**src/rtl/des_decrypt_iter.sv**
```systemverilog
`default_nettype none
// +--------------------------------------------------------------------------+
// | des_decrypt_iter : iterative DES decryption, one Feistel round per clock |
// | Optional CBC chaining with macro DES_DEC_CBC_EN.  Rev 1.0                |
// +--------------------------------------------------------------------------+

module sboxes (
  input  logic [47:0] din,
  output logic [31:0] dout
);
  // Entry (row*16+col) of each box sits at nibble position 63-index.
  localparam logic [255:0] c_sbox [8] = '{
    256'hE4D12FB83A6C5907_0F74E2D1A6CB9538_41E8D62BFC973A50_FC8249175B3EA06D,
    256'hF18E6B34972DC05A_3D47F28EC01A69B5_0E7BA4D158C6932F_D8A13F42B67C05E9,
    256'hA09E63F51DC7B428_D709346A285ECBF1_D6498F30B12C5AE7_1AD069874FE3B52C,
    256'h7DE3069A1285BC4F_D8B56F03472C1AE9_A690CB7DF13E5284_3F06A1D8945BC72E,
    256'h2C417AB6853FD0E9_EB2C47D150FA3986_421BAD78F9C5630E_B8C71E2D6F09A453,
    256'hC1AF92680D34E75B_AF427C9561DE0B38_9EF528C3704A1DB6_432C95FABE17608D,
    256'h4B2EF08D3C975A61_D0B7491AE35C2F86_14BDC37EAF680592_6BD814A7950FE23C,
    256'hD2846FB1A93E50C7_1FD8A374C56B0E92_7B419CE206ADF358_21E74A8DFC90356B
  };

  for (genvar g = 0; g < 8; g++) begin : g_sbox
    logic [5:0] w_six;
    logic [5:0] w_idx;
    assign w_six = din[47-6*g -: 6];
    assign w_idx = {w_six[5], w_six[0], w_six[4:1]};
    assign dout[31-4*g -: 4] = c_sbox[g][{~w_idx, 2'b00} +: 4];
  end
endmodule

module des_decrypt_iter (
  input  logic        clk,
  input  logic        rst_n,
  input  logic        in_valid,
  output logic        in_ready,
  input  logic [63:0] in_data,
  input  logic [63:0] in_key,
  output logic        out_valid,
  input  logic        out_ready,
`ifdef DES_DEC_CBC_EN
  input  logic [63:0] iv,
  input  logic        iv_load,
`endif
  output logic [63:0] out_data
);
  localparam logic [1:0] S_IDLE  = 2'd0;
  localparam logic [1:0] S_ROUND = 2'd1;
  localparam logic [1:0] S_DONE  = 2'd2;

  // Tables list DES bit numbers (1 = MSB); unused tail entries are zero.
  localparam int c_ip [64] = '{58,50,42,34,26,18,10,2, 60,52,44,36,28,20,12,4,
    62,54,46,38,30,22,14,6, 64,56,48,40,32,24,16,8, 57,49,41,33,25,17,9,1,
    59,51,43,35,27,19,11,3, 61,53,45,37,29,21,13,5, 63,55,47,39,31,23,15,7};
  localparam int c_fp [64] = '{40,8,48,16,56,24,64,32, 39,7,47,15,55,23,63,31,
    38,6,46,14,54,22,62,30, 37,5,45,13,53,21,61,29, 36,4,44,12,52,20,60,28,
    35,3,43,11,51,19,59,27, 34,2,42,10,50,18,58,26, 33,1,41,9,49,17,57,25};
  localparam int c_e [64] = '{32,1,2,3,4,5, 4,5,6,7,8,9, 8,9,10,11,12,13,
    12,13,14,15,16,17, 16,17,18,19,20,21, 20,21,22,23,24,25, 24,25,26,27,28,29,
    28,29,30,31,32,1, 0,0,0,0,0,0,0,0, 0,0,0,0,0,0,0,0};
  localparam int c_p [64] = '{16,7,20,21,29,12,28,17, 1,15,23,26,5,18,31,10,
    2,8,24,14,32,27,3,9, 19,13,30,6,22,11,4,25, 0,0,0,0,0,0,0,0,
    0,0,0,0,0,0,0,0, 0,0,0,0,0,0,0,0, 0,0,0,0,0,0,0,0};
  localparam int c_pc1 [64] = '{57,49,41,33,25,17,9, 1,58,50,42,34,26,18,
    10,2,59,51,43,35,27, 19,11,3,60,52,44,36, 63,55,47,39,31,23,15,
    7,62,54,46,38,30,22, 14,6,61,53,45,37,29, 21,13,5,28,20,12,4, 0,0,0,0,0,0,0,0};
  localparam int c_pc2 [64] = '{14,17,11,24,1,5, 3,28,15,6,21,10, 23,19,12,4,26,8,
    16,7,27,20,13,2, 41,52,31,37,47,55, 30,40,51,45,33,48, 44,49,39,56,34,53,
    46,42,50,36,29,32, 0,0,0,0,0,0,0,0, 0,0,0,0,0,0,0,0};

  // Source is right-aligned in n_in bits; result is right-aligned in n_out bits.
  function automatic logic [63:0] perm(input logic [63:0] src, input int n_in,
                                       input int n_out, input int tbl [64]);
    logic [63:0] res;
    res = '0;
    for (int i = 0; i < 64; i++) begin
      if (i < n_out) res[6'(n_out - 1 - i)] = src[6'(n_in - tbl[i])];
    end
    return res;
  endfunction

  logic [1:0]  r_state, w_state_nxt;
  logic [31:0] r_l, r_r;
  logic [27:0] r_c, r_d;
  logic [3:0]  r_cnt;
  logic [63:0] r_out;
`ifdef DES_DEC_CBC_EN
  logic [63:0] r_chain, r_ctext;
`endif

  logic [63:0] w_ip, w_plain;
  logic [55:0] w_pc1;
  logic [27:0] w_c_rot, w_d_rot;
  logic [47:0] w_key, w_e;
  logic [31:0] w_sbo, w_f, w_new_r;

  always_ff @(posedge clk or negedge rst_n) begin
    if (!rst_n) r_state <= S_IDLE;
    else        r_state <= w_state_nxt;
  end

  always_comb begin
    w_state_nxt = r_state;
    case (r_state)
      S_IDLE:  if (in_valid) w_state_nxt = S_ROUND;
      S_ROUND: if (r_cnt == 4'd15) w_state_nxt = S_DONE;
      S_DONE:  if (out_ready) w_state_nxt = S_IDLE;
      default: w_state_nxt = S_IDLE;
    endcase
  end

  always_comb begin
    in_ready  = (r_state == S_IDLE);
    out_valid = (r_state == S_DONE);
  end

  // Decryption walks the key schedule backwards: right rotations 0,1,2..2,1,2..2,1.
  always_comb begin
    w_c_rot = r_c;
    w_d_rot = r_d;
    if (r_cnt == 4'd1 || r_cnt == 4'd8 || r_cnt == 4'd15) begin
      w_c_rot = {r_c[0], r_c[27:1]};
      w_d_rot = {r_d[0], r_d[27:1]};
    end else if (r_cnt != 4'd0) begin
      w_c_rot = {r_c[1:0], r_c[27:2]};
      w_d_rot = {r_d[1:0], r_d[27:2]};
    end
  end

  assign w_ip    = perm(in_data, 64, 64, c_ip);
  assign w_pc1   = 56'(perm(in_key, 64, 56, c_pc1));
  assign w_key   = 48'(perm({8'd0, w_c_rot, w_d_rot}, 56, 48, c_pc2));
  assign w_e     = 48'(perm({32'd0, r_r}, 32, 48, c_e));
  assign w_f     = 32'(perm({32'd0, w_sbo}, 32, 32, c_p));
  assign w_new_r = r_l ^ w_f;

  sboxes u_sboxes (
    .din  (w_e ^ w_key),
    .dout (w_sbo)
  );

`ifdef DES_DEC_CBC_EN
  assign w_plain = perm({w_new_r, r_r}, 64, 64, c_fp) ^ r_chain;
`else
  assign w_plain = perm({w_new_r, r_r}, 64, 64, c_fp);
`endif

  always_ff @(posedge clk or negedge rst_n) begin
    if (!rst_n) begin
      r_l   <= '0;
      r_r   <= '0;
      r_c   <= '0;
      r_d   <= '0;
      r_cnt <= '0;
      r_out <= '0;
`ifdef DES_DEC_CBC_EN
      r_chain <= '0;
      r_ctext <= '0;
`endif
    end else begin
      case (r_state)
        S_IDLE: begin
`ifdef DES_DEC_CBC_EN
          if (iv_load) r_chain <= iv;
`endif
          if (in_valid) begin
            r_l   <= w_ip[63:32];
            r_r   <= w_ip[31:0];
            r_c   <= w_pc1[55:28];
            r_d   <= w_pc1[27:0];
            r_cnt <= 4'd0;
`ifdef DES_DEC_CBC_EN
            r_ctext <= in_data;
`endif
          end
        end
        S_ROUND: begin
          r_c <= w_c_rot;
          r_d <= w_d_rot;
          r_l <= r_r;
          r_r <= w_new_r;
          if (r_cnt == 4'd15) r_out <= w_plain;
          else                r_cnt <= r_cnt + 4'd1;
        end
        S_DONE: begin
`ifdef DES_DEC_CBC_EN
          if (out_ready) r_chain <= r_ctext;
`endif
        end
        default: ;
      endcase
    end
  end

  assign out_data = r_out;
endmodule
`default_nettype wire

```
**config.mk**
```make
export PLATFORM = sky130hd
export DESIGN_NAME = des_decrypt_iter
export DESIGN_NICKNAME = d
export VERILOG_FILES = /design/src/rtl/des_decrypt_iter.sv
export SDC_FILE = /design/constraint.sdc
export NUM_CORES = 1
export LEC_CHECK = 0
export CORE_MARGIN = 5
export CORE_UTILIZATION = 40
export CTS_BUF_LIST = sky130_fd_sc_hd__clkbuf_4 sky130_fd_sc_hd__clkbuf_8
export CTS_CLUSTER_SIZE = 10
export DETAILED_ROUTE_END_ITERATION = 10
export PLACE_DENSITY = 0.68
export SLEW_MARGIN = 20
export SYNTH_ARGS = -nofsm -noshare
export SYNTH_HDL_FRONTEND = slang
export SYNTH_SLANG_ARGS = --single-unit
```
**constraint.sdc**
```tcl
create_clock -name clk -period 4 [get_ports clk]
set_input_delay 0.8 -clock clk [delete_from_list [all_inputs] [get_ports clk]]
set_output_delay 0.8 -clock clk [all_outputs]
set_load 0.02 [all_outputs]
```
## After elaboration in Yosys (flattened, before gate mapping)

Cells that the tools add are included.

| operators by class | value |
|---|---|
| add/subtract/negate cells | 1 |
| equal/unequal tests | 10 |
| shifts and indexed selects | 8 |
| multiplexer cells | 19 |
| bitwise operators | 10 |
| reductions and logical operators | 10 |

Operators by type and width:

| kind | number |
|---|---|
| variable part select 256 x 9 -> 4 bit (first input constant) | 8 |
| 2-to-1 mux 28 bit | 6 |
| one-hot mux 32 bit (2 select lines) | 2 |
| one-hot mux 28 bit (2 select lines) | 2 |
| 2-to-1 mux 32 bit | 2 |
| XOR 32 bit | 2 |
| NOT 6 bit | 5 |
| NOT 1 -> 6 bit (first input constant) | 2 |
| AND reduction 3 bit | 3 |
| equality test 4 bit (second input constant) | 2 |
| 2-to-1 mux 4 bit | 2 |
| one-hot mux 4 bit (2 select lines) | 1 |
| 2-to-1 mux 2 bit | 3 |
| != test 2 bit (second input constant) | 3 |
| NOT 5 -> 6 bit | 1 |
| one-hot mux 2 bit (3 select lines) | 1 |
| adder 4 x 1 -> 4 bit (second input constant) | 1 |
| equality test 4 x 1 -> 1 bit (second input constant) | 1 |
| AND reduction 2 bit | 2 |
| nonzero test 4 bit | 1 |
| != test 3 bit (second input constant) | 1 |
| equality test 2 x 1 -> 1 bit (second input constant) | 1 |
| equality test 2 bit (second input constant) | 1 |
| logical NOT 2 bit | 1 |
| 3 further kinds | 4 |

| storage, ports and cells | value |
|---|---|
| bits in registers | 142 |
| input bits | 132 |
| output and inout bits | 66 |
| word-level logic and storage cells | 67 |

## Depth between registers and ports, before layout

Gate-level depths: netlist of run 1.

| logic depth | value |
|---|---|
| depth in word-level cells | 9 |
| mapped depth | 17 |
| depth with buffers taken out | 15 |

## Hierarchy

From an unflattened synthesis of run 1, not the netlist that was laid out.

| second synthesis, totals | value |
|---|---|
| cell total of the unflattened synthesis | 1,314 |
| area total of the unflattened synthesis | 11,637.4 sq um |

By module, submodules not included:

| module | times used | cells an instance | area an instance (sq um) | sequential area each (sq um) |
|---|---|---|---|---|
| des_decrypt_iter | 1 | 626 | 6,951.7 | 3,253.1 |
| sboxes | 1 | 688 | 4,685.7 | 0.0 |

## Worst setup path before layout of run 1

No wires, ideal clock.

| timing | value |
|---|---|
| kind | reg2reg |
| from | register r_cnt[0] |
| to | register r_r[29] |
| setup time | 0.142 ns |
| arrival | 3.531 ns |
| data required time | 3.858 ns |
| setup slack | 0.327 ns |
| cell stages (with the launch flop) | 17 |
| buffers on the path | 3 |
| period minus slack after synthesis | 3.673 ns |
| path through | dfrtp_1 -> inv_1 -> ha_1 -> nor3b_1 -> buf_2 -> buf_2 -> mux2_2 -> mux2i_1 -> xnor2_2 -> ha_1 -> clkbuf_1 -> mux4_2 -> nor2_1 -> a21oi_1 -> o21ai_1 -> xnor2_1 -> o221ai_1 |

| on the way | value |
|---|---|
| longest elaborated chain between the ends | 9 |
| elaborated cells between the ends (all ways) | 13 |
| classes of those cells | eq/ne (3); shift (1); mux (3); bitwise (3); reduce/logical (3) |

Ends and longest elaborated chain:

| what | line | RTL |
|---|---|---|
| from (decl) | 85 | `logic [3:0] r_cnt;` |
| from (signal assigned) | 183 | `else r_cnt <= r_cnt + 4'd1;` |
| equality test 4 x 1 -> 1 bit or equality test 4 bit (tied branches) | 121 | `if (r_cnt == 4'd1 \|\| r_cnt == 4'd8 \|\| r_cnt == 4'd15) begin` |
| logical OR 1 bit (2 in a row) | 121 |  |
| 2-to-1 mux 28 bit * | 121 |  |
| XOR 32 bit * | 138 | `.din (w_e ^ w_key),` |
| NOT 6 bit * | 28 | `assign dout[31-4*g -: 4] = c_sbox[g][{~w_idx, 2'b00} +: 4];` |
| variable part select 256 x 9 -> 4 bit * | 28 |  |
| XOR 32 bit * | 135 | `assign w_new_r = r_l ^ w_f;` |
| one-hot mux 32 bit (2 select lines) * | 161 | `case (r_state)` |
| to (signal assigned) | 168 | `r_r <= w_ip[31:0];` |
| to (signal assigned) | 181 | `r_r <= w_new_r;` |
| to (decl) | 83 | `logic [31:0] r_l, r_r;` |

Every way passes the cells marked *; elsewhere a longest branch is shown, timed or not. The select of a mux whose other input is x is not followed.
A chain may end at the register's enable or synchronous reset.

## Worst setup path in the final report of run 1

| timing | value |
|---|---|
| from | register r_cnt[0] |
| to | register r_r[5] |

Same word-level chain as after synthesis.

==> results of run 1 <==
-- critical path, stage by stage, from the launching register on --
cell     delay, ps
dfrtp_1        420
inv_1           90
ha_1           240
mux2_4         290
a21oi_4        230
buf_4          180
mux2i_1        110
xnor2_1        530
inv_1          190
ha_1           260
nor2_1         180
mux2i_1        120
mux2i_1        210
mux2i_1        130
o22ai_2        220
xor2_1         190
a21oi_1         80
-- sequential cells by signal (all words and copies together), names as in the netlist --
register  cells
r_cnt         4
r_state       2
out_data     16
r_l          26
r_r          26
r_d          28
r_c          28
-- per-stage QoR --
stage	TNS, ps	util [%]	cell area [um^2]	setup slack, ps
floorplan	0	-	9240	327
global placement	0	44.1	9930	36.6
detailed placement	0	44.1	9930	38.7
CTS	0	46.5	10500	35.7
global route	-1.00	46.9	10600	-1.00
finish	0	46.9	10600	180
-- final cells by class --
type                    instances  share of cell area, %
repair buffers                110                   9.48
clock buffers                  19                   2.48
flip-flops and latches        130                   30.8
inverters                      22                  0.805
well taps                     285                   3.38
clock inverters                13                   2.42
multi-input cells             726                   50.7
-- synth_stat cells (9+ instances only) --
library cell,instances,share of area [%]
o211ai_1,10,0.83
o22ai_1,11,0.76
xnor2_2,9,1.6
xor2_1,23,2.2
clkbuf_1,49,2.0
a21oi_1,34,1.9
mux2_2,43,5.3
mux2i_1,38,4.2
nand2_1,85,3.5
dfrtp_1,130,36
nor3_1,18,0.99
o21ai_0,77,4.3
nor2_1,31,1.3
inv_1,21,0.87
ha_1,33,4.6
nor3b_1,10,0.83
a22o_1,27,2.6
buf_4,53,4.4
a31oi_1,35,2.4
nor2b_1,29,2.0
nand3_1,22,1.2
o22a_1,18,1.7
xnor2_1,25,2.4
-- timing repair --
item,in CTS,in global routing
setup endpoints to repair,2,11
hold endpoints to repair,0,0
resized for setup,2,16
pin swaps,0,2
setup buffers,0,5
-- final timing paths --
check,from,end,slack [ps]
max,r_cnt[0],r_r[5],180
min,rst_n,r_c[13],400
max reg2reg,r_cnt[0],r_r[5],180
min reg2reg,r_l[9],r_r[9],470
max in group asynchronous,rst_n,out_data[3],2880
min in group clk,r_l[9],r_r[9],470
-- routing by layer --
| layer | GRT usage [%] | share of wire [%] | vias to the layer above |
|---|---|---|---|
| met5 | 0 | 0 | - |
| met4 | 4.97 | 1.4 | 0 |
| li1 | - | - | 3441 |
| met3 | 2.80 | 4.2 | 27 |
| met2 | 27.3 | 48 | 189 |
| met1 | 23.0 | 47 | 3565 |
-- cells by family (layout without fill, tap and decap cells) --
logic type,count (synthesis),count (layout),share of synthesized area [%]
AO/OA/AOI/OAI,269,269,19.5
AND/OR/NAND/NOR,221,221,11.9
buffers and inverters,138,164,8.41
flip-flops,130,130,35.9
multiplexers,95,95,12.8
XOR/XNOR,60,60,6.92
adder cells (fa/ha/maj),33,33,4.56
other,1,48,0.0414
==> summary.md, run 1 <==
| Metric | Value |
|---|---|
| Outcome | `finished, final reports clean` |
| Min Tclk post-route | `3820 ps` |
| Drt first pass iters | `5` |
| CTS root buffer | `clkbuf_8` |
| WL per Instance | `16.8 um` |
| # fillers | `2,066` |
| Area of the multi-input gates | `5350 um^2` |
| Final GP Congestion | `0.883` |
| Number of clock sinks | `130` |
| Bufs on Longest Clock Path | `2` |
| Final slew viol count | `0` |
| Seq. cell area | `3250 um^2` |
| TritonCTS clock tree | `built` |
| Initial DRC Count | `531` |
| Ys async rst share | `100%` |
| Crit path capture type | `flop` |
| Layout cells sized above 1 | `17.7%` |
| Worst-path clk slew | `80 ps` |
| Row count | `55` |
| Avg Cell Area, Syn | `9.57 um^2` |
| Finished Layout Cells | `1,305` |
| First-pass GRT wire length | `36,100 um` |
| Crit start category | `flop` |
| CP Class | `flop to flop` |
| Most common library cell in the layout ignoring fill and taps | `dfrtp_1` |
| Initial antenna violation count | `0` |
| Worst-Skew Late Latency | `450 ps` |
| Final hold vios | `0` |
| Global route overflow | `0` |
| Final HPWL DP | `15,100 um` |
| Cell count after synthesis | `947` |
| Vias | `7,222` |
| Initial Utilization | `40.3%` |
| Seq/Total Area, Yosys | `35.9%` |
| CP arrival | `4120 ps` |
| Die height | `160 um` |
| Critical path fanouts, max | `6` |
| Post-synth cell types | `67` |
| Die Area | `25,800 um^2` |
| Period utilization | `95.5%` |
| Port Buffers | `53` |
| Layout area overhead | `16.6%` |
| Dpl cells | `1,268` |
| Core area | `22,500 um^2` |
| Synth warn | `0` |
| Most frequent cells in the layout | `dfrtp_1, nand2_1, o21ai_0` |
| Cell Area, Synth | `9060 um^2` |
| I/O pins | `198` |
| FF-to-FF path depth | `16` |
| Clock skew | `14.2 ps` |
| Die extent in x | `160 um` |
| Seq cells post-synth | `130` |
| Tightest Pin Transition | `1000 ps` |
| Nets | `1,172` |
| WL final | `22,000 um` |
| CTS Buf Count | `17` |
| Top_reg_cell synth | `dfrtp_1` |
| CTS Hold Buffers Added | `0` |
| Fmax | `262 MHz` |
| GRT Total Usage | `16.8%` |
| CP required | `4300 ps` |
| Antenna violation net count after detailed routing | `0` |
| Inserted Diodes | `0` |
| Drt via density | `5.53` |
| EDFF count, synth | `0` |
| Via count of the first global-routing pass | `7,075` |
| Hold Path Class | `input pin to async pin` |
| Rel. slew slack | `33.3%` |
| Fin Hold WS | `395 ps` |
| H-tree depth | `4` |
| Largest net degree at the start of global routing | `84` |
| Final setup violation count | `0` |
| Max cap viols | `0` |
| DRC errors left | `0` |
Power of run 1 is left out: the tool's default activity adds up to more than one toggle a clock period on the data nets, which glitch-free logic cannot reach.
==> run 2, diff against run 1 <==
--- a/config.mk
+++ b/config.mk
@@ -7,7 +7,7 @@
 export LEC_CHECK = 0
 export CORE_MARGIN = 5
 export CORE_UTILIZATION = 40
-export CTS_BUF_LIST = sky130_fd_sc_hd__clkbuf_4 sky130_fd_sc_hd__clkbuf_8
+export CTS_BUF_LIST = sky130_fd_sc_hd__clkbuf_4 sky130_fd_sc_hd__clkbuf_8 sky130_fd_sc_hd__clkbuf_16
 export CTS_CLUSTER_SIZE = 10
 export DETAILED_ROUTE_END_ITERATION = 10
 export PLACE_DENSITY = 0.68
==> run 2 against run 1 <==
Compared with the run above:
- register-to-register slack hardly changed
- non-clock buffer count stayed put
- routed wire length is 1.2% higher
- worst hold slack better by 29 ps
- setup slack better by 8.8 ps
- first-iteration DRC count is 9.4% higher
==> summary.md, run 2 (synthesized netlist as in run 1, its figures left out) <==
| Metric | Value |
|---|---|
| Seq. cell area | `3250 um^2 (unchanged)` |
| CTS Hold Buffers Added | `0 (unchanged)` |
| Core area | `22,500 um^2 (unchanged)` |
| CP delay by family, top | `multiplexers (unchanged)` |
| CP Class | `flop to flop (unchanged)` |
| Via count of the first global-routing pass | `7,141 (was 7,075)` |
| Global route overflow | `0 (unchanged)` |
| Die Area | `25,800 um^2 (unchanged)` |
| Initial DRC Count | `581 (was 531)` |
| Reg2reg start | `r_cnt[0] (unchanged)` |
| Final hold vios | `0 (unchanged)` |
| Pre-CTS setup slack | `38.7 ps (unchanged)` |
| R2R Path End | `r_r[20] (was r_r[5])` |
| Most frequent cells in the layout | `dfrtp_1, nand2_1, o21ai_0 (unchanged)` |
| Final core utilization | `47.8% (was 46.9%)` |
| Inserted Diodes | `0 (unchanged)` |
| Rel. slew slack | `30.1% (was 33.3%)` |
| Crit path capture type | `flop (unchanged)` |
| Area of the multi-input gates | `5350 um^2 (about the same)` |
| Final slew viol count | `0 (unchanged)` |
| Final setup violation count | `0 (unchanged)` |
| CTS root buffer | `clkbuf_16 (was clkbuf_8)` |
| WL per Instance | `17.0 um (was 16.8 um)` |
| Top Registers | `r_c x28, r_d x28 (unchanged)` |
| TritonCTS clock tree | `built (unchanged)` |
| Slowest Stage Delay on Critical Path | `480 ps (was 530 ps)` |
| Crit start category | `flop (unchanged)` |
| Critical path, cell by cell | `inv_1 -> ha_1 -> nor3b_2 -> buf_12 -> mux2_2 -> mux2i_2 -> xnor2_2 -> inv_1 -> ha_1 -> mux4_2 -> nor2_1 -> a21oi_1 -> mux2i_1 -> xnor2_1 -> o21ai_1 (was inv_1 -> ha_1 -> mux2_4 -> a21oi_4 -> buf_4 -> mux2i_1 -> xnor2_1 -> inv_1 -> ha_1 -> nor2_1 -> mux2i_1 -> mux2i_1 -> mux2i_1 -> o22ai_2 -> xor2_1 -> a21oi_1)` |
| Layout cells sized above 1 | `17.6% (was 17.7%)` |
| Largest net degree at the start of global routing | `84 (unchanged)` |
| Fmax | `262 MHz (about the same)` |
| Nets | `1,172 (unchanged)` |
| Fin Hold WS | `424 ps (was 395 ps)` |
| Slowest cell on crit path | `mux4_2 (was xnor2_1)` |
| Initial antenna violation count | `0 (unchanged)` |
| Tightest Pin Transition | `1050 ps (was 1000 ps)` |
| FF-to-FF path depth | `15 (was 16)` |
| Final HPWL DP | `15,100 um (unchanged)` |
| Most common library cell in the layout ignoring fill and taps | `dfrtp_1 (unchanged)` |
| Initial Utilization | `40.3% (unchanged)` |
| Die height | `160 um (unchanged)` |
| Worst-Skew Late Latency | `420 ps (was 450 ps)` |
| Clock skew | `8.56 ps (was 14.2 ps)` |
| Drt first pass iters | `5 (unchanged)` |
| Vias | `7,283 (was 7,222)` |
| CP arrival | `4110 ps (was 4120 ps)` |
| Critical path fanouts, max | `18 (was 6)` |
| Drt via density | `5.58 (was 5.53)` |
| Final GP Congestion | `0.883 (unchanged)` |
| Worst-path clk slew | `60 ps (was 80 ps)` |
| Die extent in x | `160 um (unchanged)` |
| Outcome | `finished, final reports clean (unchanged)` |
| # fillers | `2,031 (was 2,066)` |
| CTS Buf Count | `17 (unchanged)` |
| Final worst slack | `189 ps (was 180 ps)` |
| Antenna violation net count after detailed routing | `0 (unchanged)` |
| Worst path bufs/invs | `3 (unchanged)` |
| First-pass GRT wire length | `36,500 um (was 36,100 um)` |
| Period utilization | `95.3% (was 95.5%)` |
| CP required | `4300 ps (about the same)` |
| Port Buffers | `53 (unchanged)` |
| H-tree depth | `4 (unchanged)` |
| GRT Total Usage | `17.0% (was 16.8%)` |
| Max cap viols | `0 (unchanged)` |
| Number of clock sinks | `130 (unchanged)` |
| R2R setup slack | `190 ps (was 180 ps)` |
| DRC errors left | `0 (unchanged)` |
| WL final | `22,200 um (was 22,000 um)` |
| Layout area overhead | `18.7% (was 16.6%)` |
| Hold Path Class | `input pin to async pin (unchanged)` |
| Bufs on Longest Clock Path | `2 (unchanged)` |
| I/O pins | `198 (unchanged)` |
| Min Tclk post-route | `3810 ps (was 3820 ps)` |
| Row count | `55 (unchanged)` |
## run 2: cell types whose count changed in the layout (fill, tap and decap cells not counted)
cell / previous run / this run
inv_2: 3 / 2
inv_1: 18 / 19
a2111oi_0: 1 / 2
clkbuf_8: 19 / 2
a2111oi_1: 1 / 0
clkbuf_16: 0 / 17
## run 2: area by class of cell
class	count	area share (%)
multi-input cells	726	49.7
flip-flops and latches	130	30.3
repair buffers	110	9.31
clock buffers	19	4.21
well taps	285	3.32
clock inverters	13	2.37
inverters	22	0.791
## run 2: what timing repair did
action | in CTS | in global routing
endpoints found under the setup margin | 2 | 11
setup buffers | 0 | 5
resized for setup | 2 | 14
pin swaps | 0 | 2
endpoints found under the hold margin | 0 | 0
## run 2: worst max-delay path by stage
| stage | start | to | slack [ps] | cells past startpoint |
|---|---|---|---|---|
| detailed placement | r_cnt[0] | r_r[3] | 40 | 14 |
| floorplan | r_cnt[0] | r_r[29] | 330 | 16 |
| global placement | r_cnt[0] | r_r[3] | 40 | 13 |
| finish | r_cnt[0] | r_r[20] | 190 | 15 |
| CTS | r_cnt[0] | r_r[5] | 10 | 15 |
| global route | r_cnt[0] | r_r[20] | -30 | 15 |
## run 2: per-stage QoR
stage	cells	setup TNS [ps]	cell area (um^2)
2_1_floorplan	994	0	9240
3_3_place_gp	1268	0	9930
3_5_place_dp	1268	0	9930
4_1_cts	1300	0	10600
5_1_grt	1305	-29.7	10800
6_report	1305	0	10800
## run 2: metal layers
metal	wire length (um)	vias up	global-route usage, %
met3	1070	28	2.72
met2	10700	222	27.7
met1	10100	3587	23.2
li1	-	3446	-
met5	0	-	0
met4	323	0	5.20
Power of run 2 is left out for the same reason.
